## src/rtl/kara_pkg.sv

```systemverilog
`default_nettype none
// ============================================================================
// Module   : kara_pkg
// Brief    : Shared types and helpers for the sequential Karatsuba multiplier:
//            FSM state encoding, half width, abs-difference helper.
// Revision : 1.0 - initial release
// ============================================================================
package kara_pkg;

  // Half operand width, matching the external 16x16 sub-multiplier.
  localparam int H = 16;

  typedef enum logic [2:0] {
    IDLE = 3'd0,
    LO   = 3'd1,
    HI   = 3'd2,
    MID  = 3'd3,
    SUM  = 3'd4,
    DONE = 3'd5
  } state_e;

  // Magnitude of a difference plus the borrow that tells its sign.
  typedef struct packed {
    logic         borrow;
    logic [H-1:0] mag;
  } absdiff_t;

  // |a - b| as an H-bit magnitude; borrow is set when a < b.
  function automatic absdiff_t abs_diff(input logic [H-1:0] a, input logic [H-1:0] b);
    absdiff_t r;
    r.borrow = (a < b);
    r.mag    = r.borrow ? (b - a) : (a - b);
    return r;
  endfunction

endpackage
`default_nettype wire

```

## src/rtl/kara_recombine.sv

```systemverilog
`default_nettype none
// ============================================================================
// Module   : kara_recombine
// Brief    : Combinational subtractive-Karatsuba recombination.
//            z1 = z0 + z2 +/- m in 2*HW+2 signed bits,
//            p  = (z2 << 2*HW) + (z1 << HW) + z0, kept modulo 2^(4*HW).
// Revision : 1.0 - initial release
// ============================================================================
module kara_recombine
  import kara_pkg::*;
#(
  parameter int HW = H
) (
  input  logic [2*HW-1:0] z0_i,
  input  logic [2*HW-1:0] z2_i,
  input  logic [2*HW-1:0] m_i,
  input  logic            s_i,
  output logic [4*HW-1:0] p_o
);

  logic [2*HW+1:0] z0_e;
  logic [2*HW+1:0] z2_e;
  logic [2*HW+1:0] m_e;
  logic [2*HW+1:0] z1;
  logic [4*HW-1:0] z1_sx;
  logic [4*HW-1:0] z2_sh;

  // Middle term in two's complement, then the shifted sum. Only the low
  // 4*HW bits of the wider sum are kept, and those bits do not depend on
  // anything above them, so the sum is formed directly at the output width.
  always_comb begin
    z0_e  = {2'b00, z0_i};
    z2_e  = {2'b00, z2_i};
    m_e   = {2'b00, m_i};
    z1    = s_i ? (z0_e + z2_e - m_e) : (z0_e + z2_e + m_e);
    z1_sx = {{(2*HW-2){z1[2*HW+1]}}, z1};
    z2_sh = {z2_i, {(2*HW){1'b0}}};
    p_o   = z2_sh + (z1_sx << HW) + {{(2*HW){1'b0}}, z0_i};
  end

endmodule
`default_nettype wire

```

## src/rtl/karatsuba_seq32.sv

```systemverilog
`default_nettype none
// ============================================================================
// Module   : karatsuba_seq32
// Brief    : Sequential W x W unsigned multiplier using subtractive Karatsuba.
//            Time-shares one external H x H multiplier over three
//            sub-products (LO, HI, MID), then recombines into 2W bits.
//            Build option KARA_MUL_PIPE_EN registers mul_p on entry and
//            spends two cycles in each of LO/HI/MID.
// Revision : 1.0 - initial release
// ============================================================================
module karatsuba_seq32
  import kara_pkg::*;
#(
  parameter int W = 2 * H  // must equal 2*H of the package
) (
  input  logic             clk,
  input  logic             rst_n,
  input  logic             in_valid,
  output logic             in_ready,
  input  logic [W-1:0]     x,
  input  logic [W-1:0]     y,
  output logic [W/2-1:0]   mul_a,
  output logic [W/2-1:0]   mul_b,
  input  logic [W-1:0]     mul_p,
  output logic             out_valid,
  input  logic             out_ready,
  output logic [2*W-1:0]   p
);

  localparam int HW = W / 2;

  state_e            state_q, state_d;
  logic [W-1:0]      x_q, x_d;
  logic [W-1:0]      y_q, y_d;
  logic [W-1:0]      z0_q, z0_d;
  logic [W-1:0]      z2_q, z2_d;
  logic [W-1:0]      m_q, m_d;
  logic              s_q, s_d;
  logic [2*W-1:0]    p_q, p_d;

  logic [W-1:0]      prod;   // sub-product as seen by the capture logic
  logic              cap;    // capture strobe inside LO/HI/MID
  logic [2*W-1:0]    p_rec;
  absdiff_t          dx;
  absdiff_t          dy;

  // Differences for the middle product: |xh-xl| and |yl-yh| with borrows.
  assign dx = abs_diff(x_q[W-1:HW], x_q[HW-1:0]);
  assign dy = abs_diff(y_q[HW-1:0], y_q[W-1:HW]);

`ifdef KARA_MUL_PIPE_EN
  logic         phase_q, phase_d;
  logic [W-1:0] mulp_q;

  assign prod = mulp_q;
  assign cap  = phase_q;

  // Input register on mul_p plus the drive/capture phase bit.
  always_ff @(posedge clk or negedge rst_n) begin
    if (!rst_n) begin
      mulp_q  <= '0;
      phase_q <= 1'b0;
    end else begin
      mulp_q  <= mul_p;
      phase_q <= phase_d;
    end
  end

  // Phase toggles only while a sub-product step is in progress.
  always_comb begin
    phase_d = 1'b0;
    if (state_q == LO || state_q == HI || state_q == MID) begin
      phase_d = ~phase_q;
    end
  end
`else
  assign prod = mul_p;
  assign cap  = 1'b1;
`endif

  kara_recombine #(
    .HW (HW)
  ) u_recombine (
    .z0_i (z0_q),
    .z2_i (z2_q),
    .m_i  (m_q),
    .s_i  (s_q),
    .p_o  (p_rec)
  );

  // Next-state, sub-multiplier operands and handshake outputs.
  always_comb begin
    state_d   = state_q;
    x_d       = x_q;
    y_d       = y_q;
    z0_d      = z0_q;
    z2_d      = z2_q;
    m_d       = m_q;
    s_d       = s_q;
    p_d       = p_q;
    mul_a     = '0;
    mul_b     = '0;
    in_ready  = 1'b0;
    out_valid = 1'b0;
    case (state_q)
      IDLE: begin
        in_ready = 1'b1;
        if (in_valid) begin
          x_d     = x;
          y_d     = y;
          state_d = LO;
        end
      end
      LO: begin
        mul_a = x_q[HW-1:0];
        mul_b = y_q[HW-1:0];
        if (cap) begin
          z0_d    = prod;
          state_d = HI;
        end
      end
      HI: begin
        mul_a = x_q[W-1:HW];
        mul_b = y_q[W-1:HW];
        if (cap) begin
          z2_d    = prod;
          state_d = MID;
        end
      end
      MID: begin
        mul_a = dx.mag;
        mul_b = dy.mag;
        if (cap) begin
          m_d     = prod;
          // A zero difference makes m zero; the sign is then forced positive.
          s_d     = (dx.borrow ^ dy.borrow) & (|dx.mag) & (|dy.mag);
          state_d = SUM;
        end
      end
      SUM: begin
        p_d     = p_rec;
        state_d = DONE;
      end
      DONE: begin
        out_valid = 1'b1;
        if (out_ready) begin
          state_d = IDLE;
        end
      end
      default: begin
        state_d = IDLE;
      end
    endcase
  end

  // State and datapath registers; reset aborts any operation in flight.
  always_ff @(posedge clk or negedge rst_n) begin
    if (!rst_n) begin
      state_q <= IDLE;
      x_q     <= '0;
      y_q     <= '0;
      z0_q    <= '0;
      z2_q    <= '0;
      m_q     <= '0;
      s_q     <= 1'b0;
      p_q     <= '0;
    end else begin
      state_q <= state_d;
      x_q     <= x_d;
      y_q     <= y_d;
      z0_q    <= z0_d;
      z2_q    <= z2_d;
      m_q     <= m_d;
      s_q     <= s_d;
      p_q     <= p_d;
    end
  end

  assign p = p_q;

endmodule
`default_nettype wire
```

## config.mk

```make
export PLATFORM = sky130hd
export DESIGN_NAME = karatsuba_seq32
export DESIGN_NICKNAME = d
export VERILOG_FILES = /design/src/rtl/kara_pkg.sv /design/src/rtl/kara_recombine.sv /design/src/rtl/karatsuba_seq32.sv
export SDC_FILE = /design/constraint.sdc
export NUM_CORES = 1
export LEC_CHECK = 0
export CORE_MARGIN = 3
export CORE_UTILIZATION = 45
export CTS_CLUSTER_SIZE = 10
export DETAILED_ROUTE_END_ITERATION = 7
export GPL_TIMING_DRIVEN = 0
export PLACE_DENSITY = 0.74
export SLEW_MARGIN = 20
export SYNTH_ARGS = -nofsm -noshare
export SYNTH_HDL_FRONTEND = slang
export SYNTH_SLANG_ARGS = --single-unit
```

## constraint.sdc

```tcl
create_clock -name clk -period 7.6 [get_ports clk]
set_clock_uncertainty 0.15 [all_clocks]
set_input_delay 1.52 -clock clk [delete_from_list [all_inputs] [get_ports clk]]
set_output_delay 1.52 -clock clk [all_outputs]
set_load 0.03 [all_outputs]
```

* Word level (Yosys, flattened, before mapping) *
Index checks and enable logic that the tools add are counted.

word-level totals
  bits in registers = 228
  bits of input ports = 100
  output and inout port bits = 98
  logic and storage cells = 44

cells by class
  add/subtract/negate cells = 9
  $lt $le $gt $ge = 2
  eq/ne operators = 7
  multiplexer cells = 10
  bitwise gates (word level) = 3
  reductions and logical operators = 5

operator list
  operator                                              count
  one-hot mux 16 bit (3 select lines)                   2
  adder 64 x 32 -> 64 bit                               1
  adder 64 bit                                          1
  subtractor 16 bit                                     4
  adder 34 x 32 -> 34 bit                               1
  two-way mux 34 bit                                    1
  subtractor 33 x 32 -> 34 bit                          1
  adder 32 x 32 -> 33 bit                               1
  < comparator 16 bit                                   2
  two-way mux 16 bit                                    2
  OR reduction 16 bit                                   2
  one-hot mux 3 bit (6 select lines)                    1
  equality test 3 x 2 -> 1 bit (second input constant)  2
  equality test 3 bit (second input constant)           2
  two-way mux 3 bit                                     2
  inequality test 2 bit (second input constant)         2
  AND reduction 2 bit                                   2
  equality test 3 x 1 -> 1 bit (second input constant)  1
  logical NOT 3 bit                                     1
  bitwise AND 1 bit                                     2
  two-way mux 1 bit                                     2
  XOR 1 bit                                             1

* Logic depth before layout (Yosys ltp) *
  depth in word-level cells = 5
  mapped depth = 37
  gate-level depth less buffers = 35

* Modules after synthesis *
A second synthesis with hierarchy kept.

second synthesis, totals
  cells, all modules = 2254
  area total of the unflattened synthesis = 19449.9 µm²

by module, submodules not included
  module           times used  cells an instance  area an instance (µm²)  sequential area each (µm²)
  karatsuba_seq32  1           1203               12145.4                 5705.5
  kara_recombine   1           1051               7304.5                  0.0

* Worst setup path after synthesis *
Ideal clock, no wire load.

  path type = reg2reg
  from = register z0_q[6]
  to = register p_q[62] (netlist: p[62])
  library setup time = 0.095 ns
  arrival time = 6.976 ns
  data required time = 7.355 ns
  path slack = 0.378 ns
  stages on the path, launching flop included = 35
  path buffers = 3
  clock period less this slack = 7.222 ns
  cells stage by stage = dfrtp_1 -> ha_1 -> clkbuf_1 -> a21o_1 -> a21oi_1 -> nor2_1 -> a31oi_1 -> o21ai_0 -> o311ai_0 -> a21oi_1 -> a21o_1 -> a21oi_1 -> xnor2_1 -> ha_1 -> clkbuf_1 -> a21oi_1 -> nand4_1 -> o31ai_1 -> o2111ai_1 -> a41o_1 -> and2_1 -> a21o_1 -> mux2i_1 -> ha_1 -> clkbuf_1 -> a21o_1 -> a21oi_1 -> nor2_1 -> nor2_1 -> o21ai_0 -> a21o_1 -> a21oi_1 -> o21ai_0 -> o21a_1 -> o31ai_1

on the way
  word-level cells in the longest chain between the ends = 5
  elaborated cells between the ends (all ways) = 6
  classes of those cells = add/sub: 5; mux: 1

ends and longest elaborated chain
  what                                                                            line                    text
  from (decl)                                                                     karatsuba_seq32.sv:35   logic [W-1:0] z0_q, z0_d;
  from (signal assigned)                                                          karatsuba_seq32.sv:171  z0_q <= z0_d;
  adder 32 x 32 -> 33 bit                                                         kara_recombine.sv:35    z1 = s_i ? (z0_e + z2_e - m_e) : (z0_e + z2_e + m_e);
  adder 34 x 32 -> 34 bit / subtractor 33 x 32 -> 34 bit (equally long branches)  kara_recombine.sv:35
  two-way mux 34 bit                                                              kara_recombine.sv:35
  adder 64 bit                                                                    kara_recombine.sv:38    p_o = z2_sh + (z1_sx << HW) + {{(2*HW){1'b0}}, z0_i};
  adder 64 x 32 -> 64 bit (*)                                                     kara_recombine.sv:38
  to (signal assigned)                                                            karatsuba_seq32.sv:175  p_q <= p_d;
  to (decl)                                                                       karatsuba_seq32.sv:39   logic [2*W-1:0] p_q, p_d;

Every way passes the cells marked *; elsewhere a longest branch is shown, timed or not.
A chain may end at the register's enable or synchronous reset.

* Worst setup path after layout *
  from = register z0_q[0]
  to = register p_q[58] (netlist: p[58])

The elaborated chain is that of the path after synthesis.

==> impl_metrics.toml <==
[critical_path]
reg2reg_depth = 33
worst_path_most_repeated_cell = "a21oi_1"
reg2reg_slack_ns = 0.16
worst_setup_path_start_kind = "flop"
cp_max_fo = 10
timing.rr.start = "z0_q[0]"
rr_endpoint = "p[58]"
max_stage_delay_ns = 0.46
path_buf_inv = 2
cp.depth = 33
cp_top_family = "compound AO/OA/AOI/OAI gates"
required_ns = 7.97
critPathKind = "flop to flop"
cp_slowest_cell = "xor2_1"
cp_data_arrival_time_ns = 7.81
end_kind = "flop"

[routing]
routedWlPerCell_um = 21.2
routed_wl_um = 69100
ant_nets = 0
dr_total_vias = 19300
route.detailed.drc = 0
post_drt_via_cell_ratio = 5.93
first_iter_violations = 1372
drt-pass1-iter-count = 6

[die]
die_x_um = 216
core_sq_um = 43300
core.rowCount = 76
num_io_pins = 198
die-area_sq_um = 46500
dieHeight_um = 216
initial_core_util_pct = 45.7

[grt]
grt_max_degree = 97
antenna_found_initial = 4
gr-usage-all-layers_pct = 28.3
globalRouteOverflowTotal = 0
grt_pass1_vias = 18800
grt_pass1_wl_um = 106000

[final_layout]
antenna_cells = 0
syn2layout_area_growth_pct = 22.4
drive_gt1_share_pct = 10.2
post-route-util_pct = 56.0
nets = 2974
nFillCells = 4005

[yosys]
synth_edf_count = 0
async_flop_share_pct = 100
ys_warn_count = 0
synthDistinctLibCells = 86
synth_top_area_share_pct = 28.8
synth_nets = 2730
synth_area_per_cell_sq_um = 8.19
synthFlopType = "dfrtp_1"
ys_seq_area_share_pct = 28.8
syn_inst = 2415
ys_seq_elements = 228
synthTopCellsByArea = "dfrtp_1 29%, ha_1 13%, o21ai_0 6.0%, nand2_1 5.4%, a21oi_1 4.9%"
syn-cell-area_sq_um = 19800
synth_top_cell_by_area = "dfrtp_1"

[sta]
layout_min_cycle_time_ns = 7.44
slew_violations = 0
grt_setup_unrepaired = "true"
relSlewSlack_pct = 28.7
min_period_over_period_pct = 97.9
hold_viol = 0
finalSetupViolations = 0
fmax_mhz = 134
holdWs_ns = 0.322
tightest_slew_ns = 1.04
tns_ns = 0

[clocking]
numClockSinks = 228
clkTransAtPathRegs_ns = 0.06
hold_buffers = 0
htreeDepth = 1
clk_latency_ns = 0.59
cts_tree = "yes"
numCtsBuffers = 29
clockRootBuffer = "clkbuf_16"
clk_path_buf_depth = 3

[outcome]
status = "completed"

[min_path]
min_from = "p[38]"
hold_class = "flop to flop"
min_delay_path_depth = 2
min_to = "p[38]"

[placement]
dp_hpwl_um = 54600
routabilityCongestion = 1.01
io_buffers = 197

[run]
cap_viol_max_count = 0
## metal layers
metal  track usage [%]  vias to the layer above  part of all wire [%]
met4              9.01                        8                   3.5
met1              36.5                     9371                    43
met3              3.68                      137                   5.7
met2              49.5                      690                    48
met5                 0                        -                 0.083
li1                  -                     9135                     -
## synthesized netlist by cell type (6+ instances only)
| cell type | n |
|---|---|
| o31ai_1 | 24 |
| nand2_1 | 286 |
| a2111oi_0 | 9 |
| xor2_1 | 39 |
| a21boi_0 | 9 |
| nor2b_1 | 30 |
| mux2_2 | 66 |
| fa_1 | 8 |
| a211oi_1 | 32 |
| o21bai_1 | 33 |
| dfrtp_1 | 228 |
| and3_1 | 16 |
| a21oi_1 | 195 |
| a221oi_1 | 7 |
| o311ai_0 | 7 |
| a21o_1 | 79 |
| nor2_1 | 136 |
| o21ai_0 | 236 |
| o2111ai_1 | 10 |
| xnor2_1 | 66 |
| a22oi_1 | 27 |
| buf_2 | 7 |
| and4_1 | 7 |
| inv_1 | 169 |
| o211ai_1 | 27 |
| o21a_1 | 25 |
| nor3b_1 | 7 |
| or3_1 | 10 |
| clkbuf_1 | 99 |
| nand4_1 | 23 |
| ha_1 | 207 |
| nor3_1 | 39 |
| a31oi_1 | 18 |
| nor4_1 | 12 |
| nand2b_1 | 17 |
| nand3b_1 | 8 |
| buf_1 | 7 |
| a211o_1 | 6 |
| and2_1 | 17 |
| mux2i_1 | 15 |
| o22ai_1 | 8 |
| or2_2 | 8 |
| nand3_1 | 44 |
## what timing repair did
action	CTS	global route
pin swaps	10	28
gates resized for setup	55	85
endpoints found under the setup margin	23	19
buffers inserted	7	17
## area by class of cell
type,instances,area (sq um),share of cell area [%]
sequential,228,5710,23.6
buffer,107,437,1.80
clock inverter,5,56.3,0.232
clock buffer,41,821,3.39
inverter,170,638,2.63
timing repair buffer,224,2220,9.17
tap,585,732,3.02
multi-input combinational,1899,13600,56.2
## tightest hold or removal path, delay by kind of cell, from the launching register on
kind | cells | cell delay [ns]
flip-flops | 1 | 0.33
AO/OA/AOI/OAI | 1 | 0.06
AND/OR/NAND/NOR | 1 | 0.04
## cells by family (layout without fill, tap and decap cells)
logic type | Yosys count | in the layout | share of synthesized area [%]
buffers and inverters | 288 | 547 | 5.64
AND/OR/NAND/NOR | 684 | 684 | 16.3
AO/OA/AOI/OAI | 814 | 814 | 26.1
flip-flops | 228 | 228 | 28.8
adder cells (fa/ha/maj) | 215 | 215 | 13.9
multiplexers | 81 | 81 | 4.52
XOR/XNOR | 105 | 105 | 4.65
## sequential cells by signal, indices dropped and copies added (netlist names)
register,flops
state_q,3
s_q,1
x_q,32
y_q,32
z0_q,32
m_q,32
z2_q,32
p,64
## metrics by stage
step / instances / instance area (sq um) / setup WS, ns
6_report: 3259 / 24200 / 0.162
5_1_grt: 3259 / 24200 / -0.0899
4_1_cts: 3244 / 23700 / -0.0274
3_5_place_dp: 3200 / 22600 / -1.29
3_3_place_gp: 3197 / 22500 / -4.90
2_1_floorplan: 2415 / 19800 / 0.378
## worst max-delay path by stage
stage             from      end
2_1_floorplan  z0_q[6]    p[62]
3_3_place_gp     rst_n  x_q[10]
3_5_place_dp   z2_q[0]    p[63]
4_1_cts        z2_q[0]    p[62]
5_1_grt        z0_q[0]    p[58]
6_report       z0_q[0]    p[58]
## layout by cell type, fill, tap and decap left out, types with 22 or more instances in the layout
cell and instances:
o21a_1 25, nand4_1 23, a22oi_1 27, a211oi_1 22, clkdlybuf4s50_1 196, ha_1 187
mux2_2 66, o21ai_0 223, inv_1 168, buf_4 26, a21oi_1 183, nor2b_1 27
nor2_1 136, dfrtp_1 225, o211ai_1 27, o21bai_1 32, nor3_1 34, xnor2_1 59
nand3_1 44, clkbuf_1 95, xor2_1 37, nand2_1 285, a21o_1 78, clkbuf_16 29
Power is not shown: default switching activity piles up to over one toggle a cycle in this logic, so the estimate is an artifact.
